### src/rtl/mining_pkg.sv
// Shared types and constants for the block-header nonce search:
// sequencer states, decoder chunk selects and header/chunk widths.
package mining_pkg;

   localparam int HEADER_W = 640;
   localparam int CHUNK1_W = 512;
   localparam int CHUNK2_W = 128;
   localparam int NONCE_W  = 32;

   localparam logic [1:0] HASH_SEL_CHUNK1 = 2'd0;
   localparam logic [1:0] HASH_SEL_CHUNK2 = 2'd1;

   typedef enum logic [2:0] {
      IDLE,
      H1_START,
      H1_WAIT,
      H2_START,
      H2_WAIT,
      CHECK,
      FOUND,
      EXHAUST
   } seq_state_t;

endpackage

### src/rtl/nonce_counter.sv
// Nonce register: loads NONCE_START, increments on request and flags
// when the current value is the last one in the search range.
module nonce_counter
   import mining_pkg::*;
#(
   parameter logic [NONCE_W-1:0] NONCE_START = 32'h0000_0000,
   parameter logic [NONCE_W-1:0] NONCE_END   = 32'hFFFF_FFFF
) (
   input  logic               clk,
   input  logic               rst,
   input  logic               load,
   input  logic               incr,
   output logic [NONCE_W-1:0] nonce,
   output logic               last
);

   // NOTE: sequential state is written with <= only, so every register
   // samples the pre-edge values regardless of process ordering.
   always_ff @(posedge clk) begin
      if (rst) begin
         nonce <= NONCE_START;
      end else if (load) begin
         nonce <= NONCE_START;
      end else if (incr) begin
         nonce <= nonce + 1'b1;
      end
   end

   // The terminal compare is on the current value, so NONCE_END of all-ones
   // stops the search before the increment could wrap.
   assign last = (nonce == NONCE_END);

endmodule

### src/rtl/nonce_hash_sequencer.sv
// Drives the shared SHA-256 core and chunk decoder for one 80-byte header:
// chunk1 once to build the midstate, then chunk2 per nonce until hit or end.
module nonce_hash_sequencer
   import mining_pkg::*;
#(
   parameter logic [NONCE_W-1:0] NONCE_START = 32'h0000_0000,
   parameter logic [NONCE_W-1:0] NONCE_END   = 32'hFFFF_FFFF
) (
   input  logic                clk,
   input  logic                rst,
   input  logic                header_valid,
   input  logic [HEADER_W-1:0] header,
   output logic                busy,
   output logic [1:0]          hash_select,
   output logic [CHUNK1_W-1:0] chunk1,
   output logic [CHUNK2_W-1:0] chunk2,
   output logic                sha_start,
   output logic                sha_use_midstate,
   output logic                sha_save_midstate,
   input  logic                sha_done,
   output logic                digest_valid,
   input  logic                found,
   output logic [NONCE_W-1:0]  nonce,
   output logic                found_valid,
   output logic                exhausted
);

   seq_state_t state, next_state;

   logic [CHUNK2_W-NONCE_W-1:0] chunk2_hi;
   logic                        nonce_load;
   logic                        nonce_incr;
   logic                        nonce_last;

   // The header's own nonce field is always replaced by the counter.
   logic unused_header_nonce;
   assign unused_header_nonce = ^header[NONCE_W-1:0];

   nonce_counter #(
      .NONCE_START (NONCE_START),
      .NONCE_END   (NONCE_END)
   ) u_nonce_counter (
      .clk   (clk),
      .rst   (rst),
      .load  (nonce_load),
      .incr  (nonce_incr),
      .nonce (nonce),
      .last  (nonce_last)
   );

   assign chunk2 = {chunk2_hi, nonce};

   // NOTE: every output of this block gets a default first, so no path
   // through the case statement can leave a latch behind.
   always_comb begin
      next_state        = state;
      busy              = 1'b0;
      sha_start         = 1'b0;
      sha_use_midstate  = 1'b0;
      sha_save_midstate = 1'b0;
      digest_valid      = 1'b0;
      found_valid       = 1'b0;
      exhausted         = 1'b0;
      nonce_load        = 1'b0;
      nonce_incr        = 1'b0;

      case (state)
         IDLE: begin
            if (header_valid) begin
               nonce_load = 1'b1;
               next_state = H1_START;
            end
         end
         H1_START: begin
            busy       = 1'b1;
            sha_start  = 1'b1;
            next_state = H1_WAIT;
         end
         H1_WAIT: begin
            busy = 1'b1;
            if (sha_done) begin
               sha_save_midstate = 1'b1;
               next_state        = H2_START;
            end
         end
         H2_START: begin
            busy             = 1'b1;
            sha_use_midstate = 1'b1;
            sha_start        = 1'b1;
            next_state       = H2_WAIT;
         end
         H2_WAIT: begin
            busy             = 1'b1;
            sha_use_midstate = 1'b1;
            if (sha_done) begin
               digest_valid = 1'b1;
               next_state   = CHECK;
            end
         end
         CHECK: begin
            busy             = 1'b1;
            sha_use_midstate = 1'b1;
            if (found) begin
               next_state = FOUND;
            end else if (nonce_last) begin
               next_state = EXHAUST;
            end else begin
               nonce_incr = 1'b1;
               next_state = H2_START;
            end
         end
         FOUND: begin
            found_valid = 1'b1;
            if (header_valid) begin
               nonce_load = 1'b1;
               next_state = H1_START;
            end
         end
         EXHAUST: begin
            exhausted = 1'b1;
            if (header_valid) begin
               nonce_load = 1'b1;
               next_state = H1_START;
            end
         end
         default: next_state = IDLE;
      endcase
   end

   // hash_select changes only on entry to a START state, so the decoder
   // input is steady from the start pulse until sha_done.
   always_ff @(posedge clk) begin
      if (rst) begin
         state       <= IDLE;
         chunk1      <= '0;
         chunk2_hi   <= '0;
         hash_select <= HASH_SEL_CHUNK1;
      end else begin
         state <= next_state;
         if (nonce_load) begin
            chunk1    <= header[HEADER_W-1 -: CHUNK1_W];
            chunk2_hi <= header[CHUNK2_W-1 : NONCE_W];
         end
         if (next_state == H1_START) begin
            hash_select <= HASH_SEL_CHUNK1;
         end else if (next_state == H2_START) begin
            hash_select <= HASH_SEL_CHUNK2;
         end
      end
   end

endmodule

### config.mk
export PLATFORM = sky130hd
export DESIGN_NAME = nonce_hash_sequencer
export DESIGN_NICKNAME = d
export VERILOG_FILES = /design/src/rtl/mining_pkg.sv /design/src/rtl/nonce_counter.sv /design/src/rtl/nonce_hash_sequencer.sv
export SDC_FILE = /design/constraint.sdc
export NUM_CORES = 1
export LEC_CHECK = 0
export ABC_CLOCK_PERIOD_IN_PS = 2200
export BUFFER_PORTS_ARGS = -buffer_cell sky130_fd_sc_hd__buf_2
export CORE_AREA = 2 2 509 511
export DETAILED_ROUTE_END_ITERATION = 8
export DIE_AREA = 0 0 511 513
export SETUP_SLACK_MARGIN = 0.02
export SKIP_CTS_REPAIR_TIMING = 1
export SLEW_MARGIN = 20
export SYNTH_ARGS = -nofsm -noshare
export SYNTH_HDL_FRONTEND = slang
export SYNTH_SLANG_ARGS = --single-unit
### constraint.sdc
create_clock -name clk -period 2.2 [get_ports clk]
set_input_delay 0.33 -clock clk [delete_from_list [all_inputs] [get_ports clk]]
set_output_delay 0.33 -clock clk [all_outputs]
set_load 0.01 [all_outputs]
-- Word level (Yosys, flattened, before mapping)
Index checks and enable logic that the tools add are counted.
- $add $sub $neg: 1
- equal/unequal tests: 10
- multiplexer cells: 19
- reduce and logical (&&, ||, !) cells: 7
- operators by type and width (kind ; count):
    adder 32 x 1 -> 32 bit, second input constant ; 1
    equality test 32 bit, second input constant ; 1
    one-hot mux 3 bit (6 select lines) ; 1
    2-to-1 mux 3 bit ; 5
    2-to-1 mux 1 bit ; 13
    equality test 3 bit, second input constant ; 4
    equality test 3 x 2 -> 1 bit, second input constant ; 3
    equality test 3 x 1 -> 1 bit, second input constant ; 2
    OR reduction 2 bit ; 3
    OR reduction 3 bit ; 2
    OR reduction 5 bit ; 1
    logical NOT 3 bit ; 1
- register bits after elaboration: 644
- bits of input ports: 645
- output and inout port bits: 681
- logic and storage cells: 42

-- Depth between registers and ports, before layout
Gate-level depths: netlist (run 1).
- depth after elaboration: 6
- depth in mapped cells: 9
- mapped depth without buffers: 6

-- Cells and area by module
From an unflattened synthesis (run 1), not the netlist that was laid out.
- cells, all modules: 2896
- area total of the unflattened synthesis: 22870.7 sq um
- modules (own cells, without submodules) (module ; instances ; cells an instance ; area each (sq um) ; seq. area each (sq um)):
    nonce_hash_sequencer ; 1 ; 2712 ; 21309.2 ; 12251.8
    nonce_counter ; 1 ; 184 ; 1561.5 ; 640.6

-- Worst setup path before layout (run 1)
No wires, ideal clock.
- kind: flip-flop to flip-flop
- start: register u_nonce_counter.nonce[0]
- end: register u_nonce_counter.nonce[8]
- library setup time: 0.070 ns
- data arrival time: 2.055 ns
- data required time: 2.130 ns
- setup slack: 0.074 ns
- stages on the path, launching flop included: 10
- path buffers: 3
- period minus slack after synthesis: 2.126 ns
- cell sequence: dfxtp_1 ha_1 nand4_1 or4_1 buf_2 o21ai_2 buf_6 buf_6 o21ai_1 a21oi_1
- cells in the longest elaborated chain, start to end: 4
- elaborated cells on any way between the ends: 5
- those cells by class: 1 x add/sub; 1 x eq/ne; 3 x mux
- ends and longest elaborated chain (item ; line ; text):
    start: declaration ; nonce_counter.sv:13 ; output logic [NONCE_W-1:0] nonce,
    start signal: assignment ; nonce_counter.sv:25 ; nonce <= nonce + 1'b1;
    parallel branches: the longest is 4 deep, another holds adder 32 x 1 -> 32 bit ; n/a ;
Parallel ways; which one is timed is not known.
A chain may end at the register's enable or synchronous reset.

-- Worst setup path after layout (run 1)
- start: register state[1]
- end: output sha_use_midstate
- cells in the longest elaborated chain, start to end: 3
- elaborated cells on any way between the ends: 5
- those cells by class: 3 x eq/ne; 1 x mux; 1 x reduce/logical
- ends and longest elaborated chain (item ; line ; text):
    start: declaration ; nonce_hash_sequencer.sv:28 ; seq_state_t state, next_state;
    start signal: assignment ; nonce_hash_sequencer.sv:139 ; state <= next_state;
    equality test 3 bit / equality test 3 x 2 -> 1 bit (equally long branches) ; nonce_hash_sequencer.sv:67 ; case (state)
    OR reduction 3 bit (no line) * ; n/a ;
    2-to-1 mux 1 bit * ; nonce_hash_sequencer.sv:67 ;
    end: declaration ; nonce_hash_sequencer.sv:18 ; output logic sha_use_midstate,
Every way passes the cells marked *; elsewhere a longest branch is shown, timed or not.

==> results of run 1 <==
## kinds of logic (layout without fill, tap and decap cells)
logic type                 after synthesis  after routing
AOI/OAI and AO/OA                      670            670
xor gates and xnor gates                 8              8
adders and majority gates                1              1
buffers and inverters                  255           2198
DFF                                    644            644
muxes                                    2              2
other                                    1            165
and+or+nand+nor                       1331           1331
## report_power, final
part | internal (mW) | switching, mW
clock network | 8.31 | 6.12
logic | 4.48 | 7.85
registers | 13.4 | 0.904
## how the worst min path moves through the flow
stage                              from                        to  slack (ns)  depth (start not counted)
3_5_place_dp   chunk1[160]$_SDFFE_PP0P_  chunk1[160]$_SDFFE_PP0P_        0.44                          2
2_1_floorplan               header[128]    chunk1[0]$_SDFFE_PP0P_        0.47                          2
4_1_cts                     header[638]  chunk1[510]$_SDFFE_PP0P_       -0.24                          3
6_report                          found       state[0]$_SDFF_PP0_         0.1                          4
5_1_grt                           found       state[0]$_SDFF_PP0_        0.08                          4
3_3_place_gp   chunk1[121]$_SDFFE_PP0P_  chunk1[121]$_SDFFE_PP0P_        0.44                          2
## cells in the final DEF, fill, tap and decap left out, types with 2 or more instances in the layout
cell	synthesis	layout
clkinv_2	0	13
or4_1	12	11
a21oi_1	635	635
nand3_1	9	9
inv_16	0	2
buf_2	25	1290
clkbuf_1	190	12
nand4_1	13	13
buf_12	0	32
nor4_1	2	2
and3_1	3	3
mux2_2	2	2
bufinv_16	0	6
o21ai_1	8	7
inv_8	0	2
inv_1	4	4
or3_1	10	10
diode_2	0	164
o21ai_0	7	7
and2_1	5	5
nand2_1	1235	1235
clkbuf_8	0	17
nor2b_1	5	3
dfxtp_4	0	2
xnor2_1	8	8
inv_6	0	6
clkbuf_16	0	83
buf_4	33	109
o31ai_1	11	11
and4_1	7	7
dlygate4sd3_1	0	609
nor2_1	17	17
nand2b_1	2	2
dfxtp_1	644	642
o211ai_1	3	3
clkinvlp_4	0	9
## worst max-delay path, stage by stage (launching register included)
cell	delay (ns)
dfxtp_1	0.39
buf_6	0.17
mux2_2	0.33
buf_2	0.18
## state kept, by name, indices dropped and copies added, names as in the netlist
name	cells
state	3
chunk2_hi	96
hash_select	1
u_nonce_counter.nonce	32
chunk1	512
## routing by layer
metal | up-vias | part of all wire [%] | track usage (%)
met2 | 1600 | 43 | 22.72
met5 | - | 0.73 | 0
met4 | 240 | 3.6 | 4.539
li1 | 13450 | - | -
met3 | 504 | 13 | 12.46
met1 | 13390 | 39 | 15.27
## layout make-up
type | count | area [um^2]
repair buffers | 2042 | 14040
flip-flops and latches | 644 | 12900
clock inverters | 40 | 474.2
inverters | 4 | 15.01
diodes | 164 | 410.4
fillers | 29030 | 213000
multi-input cells | 2013 | 8823
well taps | 3384 | 4234
clock buffers | 112 | 2356
## stage by stage
step / setup WS, ns / cells / hold WS, ns
6_report: 0.1028 / 8403 / 0.09954
5_1_grt: 0.002361 / 8313 / 0.07995
4_1_cts: -0.2710 / 7630 / -0.2393
3_5_place_dp: 0.1559 / 7478 / 0.4434
3_3_place_gp: 0.1560 / 7478 / 0.4391
2_1_floorplan: 0.07434 / 2912 / 0.4660
==> out/metrics.cfg, run 1 <==
[placed_design]
gp_congestion=0.9476
dpl_cell_area_um2=33860
dpl.hpwl_mm=178.8
portBuffers=1292

[power]
design_power_total_mw=41.03
max-vdd-ir-drop_mv=0.5281
p_leak_nw=18.56
powerDensity_nw_per_um2=948.7

[floorplan]
io_pins=1326
start_util_pct=8.894
dieHeight_um=513
row_count=186
die_w_um=511
core_area_um2=256200
die_area_um2=262100

[logic_synthesis]
avgSynthCellArea_um2=7.826
synth_commonest_cells=nand2_1 (1,235), dfxtp_1 (644), a21oi_1 (635)
yosysWarningCount=0
ys.flop_type=dfxtp_1
synth.top_cell.area_share_pct=56.57
yosysMostFrequentCell=nand2_1
synthMuxAreaShare_pct=0.09883
synth_top_area_cell=dfxtp_1
syn-instance-count=2912
synth_nets=3558
post_synth_xor_area_fraction_pct=0.3075
synthAdderAreaFrac_pct=0.05491
ys_top_cells_by_area=dfxtp_1 (57%), nand2_1 (20%), a21oi_1 (14%)
synth_top_family_by_area=simple AND/OR/NAND/NOR gates
seq_area_frac_synth_pct=56.57
synth-simple-area-share_pct=23.02
synth_seq_cells=644
synth-compound-area-share_pct=14.98
synth_edf_count=0
synth_area_um2=22790
async_reset_ff_share_pct=0
synth_cell_types=44

[clock_network]
cts_sinks=644
cts_tree=done
numCtsBuffers=83
cts_buffer_depth=3
cts_root_buf=clkbuf_16
ctsHtreeMaxLevel=3
clkSlewWorstSetupHoldPaths_ns=0.06
insertion_delay_ns=0.71

[drt]
routedWlPerCell_um=24.94
ant_nets=0
drt_pre_antenna_iters=5
first_iter_violations=2000
num_vias=29190
drc=0
totalWireLength_mm=209.5
routed_via_density=3.474

[global_route]
first_global_vias=23770
gr-total-overflow=0
grt_max_degree=108
antenna_found_initial=349
grt_first_pass_wirelength_mm=253.6
grt_usage_pct=14.95

[worst_setup_path]
crit_fanout=12
worstPathRequired_ns=1.87
end_kind=primary output
crit_arrival_ns=1.77
reg2reg_slack_ns=0.21
startpoint=state[1]$_SDFF_PP0_
critPathCapture=sha_use_midstate
reg2regPathDepth=7
crit_type=flop to primary output
startpoint_type=flop
reg2reg_to=u_nonce_counter.nonce[14]$_SDFFE_PP0P_
r2r-start=u_nonce_counter.nonce[0]$_SDFFE_PP0P_

[timing]
fin_tns_setup_ns=0
fin_crit_ns=2.097
setup_viol=0
finalMaxSlewViolations=0
worst_pin_slew_ns=0.5953
final_hold_viol_count=0
rsz0062_at_grt=yes
fin_crit_sh_pct=95.33
skew_ns=0.02704
max_slew_margin_pct=60.31
fmax_mhz=476.8

[layout]
syn_to_final_growth_pct=89.79
final_area_um2=43250
fin_nets=5434
drive_gt1_share_pct=32.77
final_util_pct=16.88

[min_path]
holdCritPathClass=primary input to flop

[status]
status=completed

[run]
drv_cap=0

No activity file was read; power rests on OpenSTA's default activity.
==> run 2, diff against run 1 <==
--- a/config.mk
+++ b/config.mk
@@ -8,6 +8,7 @@
 export ABC_CLOCK_PERIOD_IN_PS = 2200
 export BUFFER_PORTS_ARGS = -buffer_cell sky130_fd_sc_hd__buf_2
 export CORE_AREA = 2 2 509 511
+export CTS_BUF_LIST = sky130_fd_sc_hd__clkbuf_16
 export DETAILED_ROUTE_END_ITERATION = 8
 export DIE_AREA = 0 0 511 513
 export SETUP_SLACK_MARGIN = 0.02
==> run 2 against run 1 <==
Die area unchanged. Core utilization down 0.072 points. Clock power shrank 4%. Hold slack better by 0.0052 ns. Non-clock buffer count stayed put. Register-to-register slack hardly changed. Total power down 1.6%. Critical path depth stayed put. Global-route usage about the same. Critical endpoint unchanged. Cell area is 0.43% lower.
==> out/metrics.cfg, run 2 (synthesis gave the netlist of run 1 again) <==
[status]
status=completed

[clock_network]
cts_root_buf=clkbuf_16
cts_buffer_depth=3  ; unchanged
cts_tree=done
cts_sinks=644  ; unchanged
numCtsBuffers=83  ; unchanged
ctsHtreeMaxLevel=3  ; unchanged
clkSlewWorstSetupHoldPaths_ns=0.06  ; about the same
insertion_delay_ns=0.71  ; about the same

[floorplan]
die_area_um2=262100  ; unchanged
start_util_pct=8.894  ; unchanged
dieHeight_um=513  ; unchanged
core_area_um2=256200  ; unchanged
io_pins=1326  ; unchanged
die_w_um=511  ; unchanged
row_count=186  ; unchanged

[layout]
final_util_pct=16.81  ; -0.072 points
seq_area_um2=12900  ; unchanged
fin_nets=5434  ; unchanged
largest_register=chunk1
fill_cells=29060  ; +0.11%
final_cell_mix=buf_2 (1,290), nand2_1 (1,235), dfxtp_1 (642)
top_regs=chunk1 x512, chunk2_hi x96, u_nonce_counter.nonce x32
largest_reg_flops=512  ; unchanged
drive_gt1_share_pct=32.42  ; -0.35 points
final_common_cell=buf_2
multiInputGateArea_um2=8823  ; unchanged
syn_to_final_growth_pct=88.98

[timing]
fmax_mhz=475.1  ; -0.36%
worst_pin_slew_ns=0.6074  ; +0.01207 ns
max_slew_margin_pct=59.51  ; -0.80 points
setup_viol=0  ; unchanged
skew_ns=0.02384  ; -0.003194 ns
rsz0062_at_grt=yes
fin_tns_setup_ns=0  ; unchanged
worst_slack_ns=0.09536  ; -0.007481 ns
finalMaxSlewViolations=0  ; unchanged
fin_crit_sh_pct=95.67  ; +0.34 points
final_hold_viol_count=0  ; unchanged
fin_crit_ns=2.105  ; +0.007481 ns

[min_path]
worstHoldStart=found
worstHoldPathCells=4  ; unchanged
holdCritPathClass=primary input to flop
hold_end=state[0]$_SDFF_PP0_

[drt]
ant_nets=0  ; unchanged
routedWlPerCell_um=24.90  ; -0.15%
first_iter_violations=2076  ; +3.8%
drt_pre_antenna_iters=7  ; +2
num_vias=29090  ; -0.34%
totalWireLength_mm=209.1  ; -0.22%
drc=0  ; unchanged
routed_via_density=3.464  ; -0.27%

[worst_setup_path]
crit_fanout=12  ; unchanged
crit_chain=buf_6 > mux2_2 > buf_2
startpoint_type=flop
end_kind=primary output
worstPathRequired_ns=1.87  ; about the same
crit_type=flop to primary output
reg2reg_slack_ns=0.21  ; about the same
crit_arrival_ns=1.77  ; about the same
cpPeakStageDelay_ns=0.40  ; about the same
r2r-start=u_nonce_counter.nonce[0]$_SDFFE_PP0P_
reg2regPathDepth=7  ; unchanged
reg2reg_to=u_nonce_counter.nonce[15]$_SDFFE_PP0P_
cpMaxStageDelayCell=dfxtp_1

[global_route]
antenna_found_initial=348  ; -0.29%
grt_max_degree=108  ; unchanged
grt_first_pass_wirelength_mm=253.6  ; about the same
first_global_vias=23770  ; -0.013%
grt_usage_pct=14.95  ; about the same
gr-total-overflow=0  ; unchanged

[power]
p_int_mw=25.51  ; -2.5%
powerDensity_nw_per_um2=937.6  ; -1.2%
switching_share_pct=36.83  ; +0.58 points
seqPwrFrac_pct=35.4  ; +0.6 points
power_frac_clock_pct=34.1  ; -1.1 points
p_comb_share_pct=30.5  ; +0.5 points
p_leak_nw=18.52  ; -0.25%
power_switching_mw=14.87  ; about the same
max-vdd-ir-drop_mv=0.5291  ; +0.19%
design_power_total_mw=40.38  ; -1.6%

[placed_design]
portBuffers=1292  ; unchanged
gp_congestion=0.9476  ; unchanged
post-place-ws_ns=0.1559  ; unchanged
dpl.hpwl_mm=178.8  ; unchanged

[run]
drv_cap=0  ; unchanged

==> run 2: cell count changes in the layout (fill, tap and decap cells not counted) <==
cell / previous run / this run
clkbuf_8: 17 / 0
clkinv_1: 0 / 17
clkbuf_1: 12 / 0
inv_1: 4 / 16
diode_2: 164 / 158
==> run 2: how the worst max path moves through the flow <==
stage / startpoint / to / slack [ns] / cells past startpoint
after floorplan: u_nonce_counter.nonce[0]$_SDFFE_PP0P_ / u_nonce_counter.nonce[8]$_SDFFE_PP0P_ / 0.07 / 9
after global placement: u_nonce_counter.nonce[0]$_SDFFE_PP0P_ / u_nonce_counter.nonce[21]$_SDFFE_PP0P_ / 0.16 / 7
after detailed placement: u_nonce_counter.nonce[0]$_SDFFE_PP0P_ / u_nonce_counter.nonce[15]$_SDFFE_PP0P_ / 0.16 / 7
after CTS: state[2]$_SDFF_PP0_ / found_valid / -0.27 / 4
after global routing: state[1]$_SDFF_PP0_ / sha_use_midstate / 0.002 / 3
final: state[1]$_SDFF_PP0_ / sha_use_midstate / 0.1 / 3
==> run 2: power by group through the flow <==
| stage | Sequential [mW] | Clock, mW | Combinational, mW |
|---|---|---|---|
| floorplan | 15.2 | 0 | 4.06 |
| detailed placement | 14.5 | 0 | 11.3 |
| CTS | 14.2 | 14.2 | 11.3 |
| global placement | 14.4 | 0 | 11.3 |
| finish | 14.3 | 13.8 | 12.3 |
| global route | 14.5 | 14.6 | 13.3 |
==> run 2: layout make-up <==
type | count | area share [%]
repair buffers | 2042 | 32.60
flip-flops and latches | 644 | 29.95
multi-input cells | 2013 | 20.49
well taps | 3384 | 9.832
clock buffers | 83 | 4.823
clock inverters | 69 | 1.354
diodes | 158 | 0.9181
inverters | 4 | 0.03486
==> run 2: metrics by stage <==
stage,cells,hold slack [ns],instance area [um^2]
after detailed placement,7478,0.4434,33860
after CTS,7630,-0.2393,36520
final,8397,0.1047,43070
after floorplan,2912,0.4660,22790
after global placement,7478,0.4391,33860
after global routing,8308,0.07995,42840
==> run 2: worst max-delay path, delay by kind of cell, from the launching register on <==
kind	cells	cell delay [ns]
muxes	1	0.33
DFF	1	0.40
buffers and inverters	2	0.35
==> run 2: layer usage <==
metal / track usage (%) / part of all wire (%) / vias up
met4: 4.576 / 3.6 / 230
met1: 15.32 / 39 / 13340
met5: 0 / 0.70 / -
met2: 22.68 / 43 / 1598
met3: 12.38 / 14 / 483
li1: - / - / 13440
